## config.mk

```make
export PLATFORM = sky130hd
export DESIGN_NAME = gcd_processor
export DESIGN_NICKNAME = d
export VERILOG_FILES = /design/src/rtl/gcd_processor.sv
export SDC_FILE = /design/constraint.sdc
export NUM_CORES = 1
export LEC_CHECK = 0
export CORE_MARGIN = 5
export CORE_UTILIZATION = 60
export DETAILED_ROUTE_END_ITERATION = 6
export GPL_TIMING_DRIVEN = 0
export PLACE_DENSITY_LB_ADDON = 0.08
export SLEW_MARGIN = 20
export SYNTH_ARGS = -nofsm -noshare
export SYNTH_HDL_FRONTEND = slang
export SYNTH_SLANG_ARGS = --single-unit
```

## constraint.sdc

```tcl
create_clock -name clock -period 5.8 [get_ports clock]
set_input_delay 1.74 -clock clock [delete_from_list [all_inputs] [get_ports clock]]
set_output_delay 1.74 -clock clock [all_outputs]
set_load 0.03 [all_outputs]
```

## src/rtl/gcd_processor.sv

```systemverilog
// 8-bit accumulator CPU running a built-in GCD program out of a 32x8 unified memory.
// Each instruction takes 3 cycles; INPUT stalls until Enter, and cheat freezes all state.
module gcd_processor (
    input  logic       clock,
    input  logic       reset,
    input  logic       cheat,
    input  logic       Enter,
    input  logic [7:0] Minput,
    output logic [7:0] Moutput,
    output logic       Halt,
    output logic [3:0] DisplayState,
    output logic [2:0] IR75
);

    typedef enum logic [3:0] {
        S_START  = 4'd0,
        S_FETCH  = 4'd1,
        S_DECODE = 4'd2,
        S_LOAD   = 4'd8,
        S_STORE  = 4'd9,
        S_ADD    = 4'd10,
        S_SUB    = 4'd11,
        S_INPUT  = 4'd12,
        S_JZ     = 4'd13,
        S_JPOS   = 4'd14,
        S_HALT   = 4'd15
    } state_t;

    state_t      state_q, state_d;
    logic [4:0]  pc_q, pc_d;
    logic [7:0]  ir_q, ir_d;
    logic [7:0]  a_q, a_d;
    logic [7:0]  mem_q [32];
    logic        mem_we;
    logic [4:0]  addr;
    logic [7:0]  operand;

    assign addr    = ir_q[4:0];
    assign operand = mem_q[addr];

    // Boot image: X->M[30], Y->M[31], subtract the smaller from the larger until equal.
    function automatic logic [7:0] boot_word(input logic [4:0] a);
        case (a)
            5'd0:    boot_word = 8'h80;
            5'd1:    boot_word = 8'h3E;
            5'd2:    boot_word = 8'h80;
            5'd3:    boot_word = 8'h3F;
            5'd4:    boot_word = 8'h1E;
            5'd5:    boot_word = 8'h7F;
            5'd6:    boot_word = 8'hAE;
            5'd7:    boot_word = 8'hCC;
            5'd8:    boot_word = 8'h1F;
            5'd9:    boot_word = 8'h7E;
            5'd10:   boot_word = 8'h3F;
            5'd11:   boot_word = 8'hC4;
            5'd12:   boot_word = 8'h3E;
            5'd13:   boot_word = 8'hC4;
            5'd14:   boot_word = 8'h1E;
            5'd15:   boot_word = 8'hE0;
            default: boot_word = 8'h00;
        endcase
    endfunction

    always_ff @(posedge clock or negedge reset) begin
        if (!reset) begin
            state_q <= S_START;
        end else if (!cheat) begin
            state_q <= state_d;
        end
    end

    always_comb begin
        state_d = state_q;
        case (state_q)
            S_START:  state_d = S_FETCH;
            S_FETCH:  state_d = S_DECODE;
            S_DECODE: state_d = state_t'({1'b1, ir_q[7:5]});
            S_LOAD, S_STORE, S_ADD, S_SUB, S_JZ, S_JPOS:
                      state_d = S_FETCH;
            S_INPUT:  state_d = Enter ? S_FETCH : S_INPUT;
            S_HALT:   state_d = S_HALT;
            default:  state_d = S_START;
        endcase
    end

    always_comb begin
        pc_d   = pc_q;
        ir_d   = ir_q;
        a_d    = a_q;
        mem_we = 1'b0;
        case (state_q)
            S_FETCH: begin
                ir_d = mem_q[pc_q];
                pc_d = pc_q + 5'd1;
            end
            S_LOAD:  a_d    = operand;
            S_STORE: mem_we = 1'b1;
            S_ADD:   a_d    = a_q + operand;
            S_SUB:   a_d    = a_q - operand;
            S_INPUT: if (Enter) a_d = Minput;
            S_JZ:    if (a_q == 8'd0) pc_d = addr;
            S_JPOS:  if (!a_q[7] && a_q != 8'd0) pc_d = addr;
            default: ;
        endcase
    end

    assign Moutput      = a_q;
    assign Halt         = (state_q == S_HALT);
    assign DisplayState = state_q;
    assign IR75         = ir_q[7:5];

    always_ff @(posedge clock or negedge reset) begin
        if (!reset) begin
            pc_q <= 5'd0;
            ir_q <= 8'd0;
            a_q  <= 8'd0;
            for (int i = 0; i < 32; i++) begin
                mem_q[i] <= boot_word(5'(i));
            end
        end else if (!cheat) begin
            pc_q <= pc_d;
            ir_q <= ir_d;
            a_q  <= a_d;
            if (mem_we) begin
                mem_q[addr] <= a_q;
            end
        end
    end

endmodule

```

==> reports/metrics.yaml <==
hold_buffers: 0
wl_mm: 54.0
post_cts_resized: 0
port_buffers: 26
ys_types: 52
path_cells: "or4b_1, clkbuf_1, o22ai_1, nor4_1, nand2_1, inv_1, ha_1, nor2_1, xnor2_1, ha_1, nor2b_1, o21ai_0, nand2b_1, a21o_1, a21oi_1, xor2_1, nor2_1, a221oi_1, a21oi_1"
pwr-share-comb: 0.428
synth-edff-count: 0
syn_inst: 1229
gp_congestion: 1.05
ctsRootBufferMaster: "clkbuf_16"
syn_area_per_cell_um2: 12.8
fin_skew_ns: 0.0128
grt_setup_unrepaired: "no"
ctsHtreeMaxLevel: 1
rr_startpoint: "ir_q[4]"
yosys-top-cells-area: "dfrtp_1 (34%), mux2_2 (16%), mux4_2 (11%)"
cp_slowest_cell: "nor4_1"
drv_cap: 0
num_antenna_cells: 0
top_usage_layer: "met2"
p_total_mw: 8.81
cp.arrival_ns: 5.58
fin_nets: 1313
gr-usage-met2: 0.591
dr.first_iter.drc_count: 1618
endpoint_kind: "flop"
grt_pass1_vias: 11800
cts.sinks: 281
worst_slack_ns: 0.665
crit_buf_inv: 2
place_ws_ns: 0.973
drive_gt1_frac: 0.373
p_leak_nw: 7.72
rows: 59
yosys.area.top_type_share: 0.339
grtUsageTotal: 0.372
synth_area_um2: 15700
ys_ff_latch: 281
numCtsBuffers: 31
path_clk_slew_ns: 0.06
fin_util: 0.684
worstRegToRegCells: 19
use_met1: 0.482
setup_viol: 0
reg2reg_to: "Moutput[6]"
async_flop_share: 1.00
critPathRequiredTime_ns: 6.24
cp_num_cells: 19
yosysTopAreaCell: "dfrtp_1"
critical_path.startpoint: "ir_q[4]"
cp-endpoint: "Moutput[6]"
post_cts_buffers: 0
fin_crit_sh: 0.885
grt_max_degree: 95
fmax_ghz: 0.195
status: "completed"
drv_slew: 0
antenna_found_initial: 2
relSlewSlack: 0.195
overflow: 0
cp_top_family: "simple AND/OR/NAND/NOR gates"
hold_violations: 0
p_per_area_nw_per_um2: 497
cts_tree: "done"
p_switching_mw: 3.55
area_delta_synth_final_pct: 12.7
dr.pass1.iters: 6
cp-start-kind: "flop"
reg2reg_slack_ns: 0.66
wl_per_cell_um: 32.7
vias: 11700
stdcell_area_um2: 17700
core_um2: 25900
hp-class: "reg -> reg"
clk_path_buf_depth: 3
ys.warnings.count: 0
hpwl_mm: 37.9
postPlaceCellArea_um2: 16500
synthesis.nets: 1251
setup_tns_ns: 0
ys_seq_area_frac: 0.453
drtAntennaViolNets: 0
power_frac_seq: 0.306
drc: 0
viasPerCell: 7.09
die_h_um: 172
die_x_um: 172
critPathMaxStageDelay_ns: 0.71
p_sw_frac: 0.403
min_from: "mem_q[241]"
critical_path_class: "reg -> reg"
die_area_um2: 29500
ir_worst_vdd_uv: 402
intPower_mw: 5.26
met3_usage: 0.0725
clk_latency_ns: 0.59
crit_fanout: 9
initial_utilization: 0.607
io_pins: 28
ys.flop_type: "dfrtp_1"
clock_power_share: 0.266
fin_crit_ns: 5.14
worst_slew_pin_slew_ns: 1.20
grt_pass1_wl_mm: 79.0
[state kept, by name, indices dropped and copies added, names as in the netlist]
signal        count
ir_q              8
pc_q              5
mem_q           256
Moutput           8
DisplayState      4
[worst register-to-register path: cells and delay by family (launching register included)]
| kind | cells | cell delay (ns) |
|---|---|---|
| xor+xnor | 2 | 0.29 |
| fa+ha+maj | 2 | 0.48 |
| flops | 1 | 0.47 |
| compound gates | 6 | 1.38 |
| buf+inv | 2 | 0.83 |
| simple gates | 7 | 1.56 |
[cells in the final DEF, fill, tap and decap left out, types with 4 or more instances in the layout]
cell type,instances
mux2_2,225
dfrtp_1,213
mux2i_1,141
mux4_2,80
o22ai_1,71
nand2_1,70
dfstp_2,68
clkbuf_1,58
nor2_1,49
o21ai_0,42
clkbuf_16,31
a21oi_1,29
clkdlybuf4s50_1,25
buf_2,20
nor4_1,20
bufinv_16,11
xnor2_1,9
nand2b_1,9
ha_1,9
buf_6,8
buf_4,8
inv_1,8
nand3_1,8
nor2b_1,8
nor3_2,7
nand4bb_1,6
a221oi_1,6
nand4b_2,4
nand4_1,4
and2_1,4
nor3_1,4
buf_1,4
clkbuf_2,4
clkinv_2,4
[kinds of logic after synthesis]
| kind of cell | Yosys count | share of synthesized area |
|---|---|---|
| mux | 446 | 0.366 |
| flops | 281 | 0.453 |
| simple gates | 213 | 0.0727 |
| compound gates | 162 | 0.0617 |
| buf+inv | 105 | 0.0324 |
| xor+xnor | 12 | 0.00669 |
| fa+ha+maj | 10 | 0.00844 |
[routing by layer]
layer | up-vias | wire, um | share of wire
met1 | 5943 | 19700 | 0.36
met4 | 0 | 4050 | 0.075
met3 | 215 | 5500 | 0.10
met2 | 748 | 24700 | 0.46
met5 | - | 0 | 0
li1 | 4797 | - | -
[synthesized netlist by cell type (3+ instances only)]
| cell | n |
|---|---|
| o21ai_0 | 42 |
| nand4b_2 | 4 |
| nor2b_1 | 8 |
| and2_1 | 4 |
| dfstp_2 | 68 |
| mux2i_1 | 141 |
| clkbuf_1 | 57 |
| a221oi_1 | 6 |
| nand2b_1 | 9 |
| a21o_1 | 3 |
| ha_1 | 9 |
| o22ai_1 | 71 |
| inv_1 | 8 |
| nand4_1 | 4 |
| xor2_1 | 3 |
| nor4_1 | 20 |
| buf_2 | 20 |
| buf_1 | 4 |
| nor2_1 | 52 |
| nor3_1 | 5 |
| a21oi_1 | 29 |
| nand3_1 | 8 |
| or4b_1 | 3 |
| mux4_2 | 80 |
| nor3_2 | 6 |
| xnor2_1 | 9 |
| mux2_2 | 225 |
| nand2_1 | 70 |
| dfrtp_1 | 213 |
| nand4bb_1 | 6 |
| buf_4 | 8 |
| buf_6 | 8 |
[cell type report]
cell class | instances | area [um^2]
plain buffers | 97 | 484
clock buffers | 38 | 822
clock inverters | 20 | 398
fillers | 1913 | 8180
inverters | 8 | 30.0
multi-input cells | 843 | 8110
flip-flops and latches | 281 | 7120
well taps | 335 | 419
repair buffers | 29 | 348
[power groups by stage]
stage | clock (mW) | combinational, mW | sequential (mW)
after floorplan | 0 | 2.39 | 2.64
after global placement | 0 | 3.60 | 2.69
after detailed placement | 0 | 3.66 | 2.71
after CTS | 2.36 | 3.68 | 2.67
after global routing | 2.44 | 3.92 | 2.73
final | 2.35 | 3.77 | 2.69
[how the worst min path moves through the flow]
stage / endpoint / slack (ns) / cells past startpoint
2_1_floorplan: mem_q[177] / 0.47 / 2
3_3_place_gp: mem_q[168] / 0.48 / 2
3_5_place_dp: mem_q[241] / 0.48 / 2
4_1_cts: mem_q[241] / 0.49 / 2
5_1_grt: mem_q[241] / 0.52 / 2
6_report: mem_q[241] / 0.49 / 2
[stage by stage]
step,hold WS [ns],instances
2_1_floorplan,0.466,1229
3_3_place_gp,0.478,1590
3_5_place_dp,0.484,1593
4_1_cts,0.492,1651
5_1_grt,0.524,1651
6_report,0.491,1651
Power figures use the tool's default switching activity.
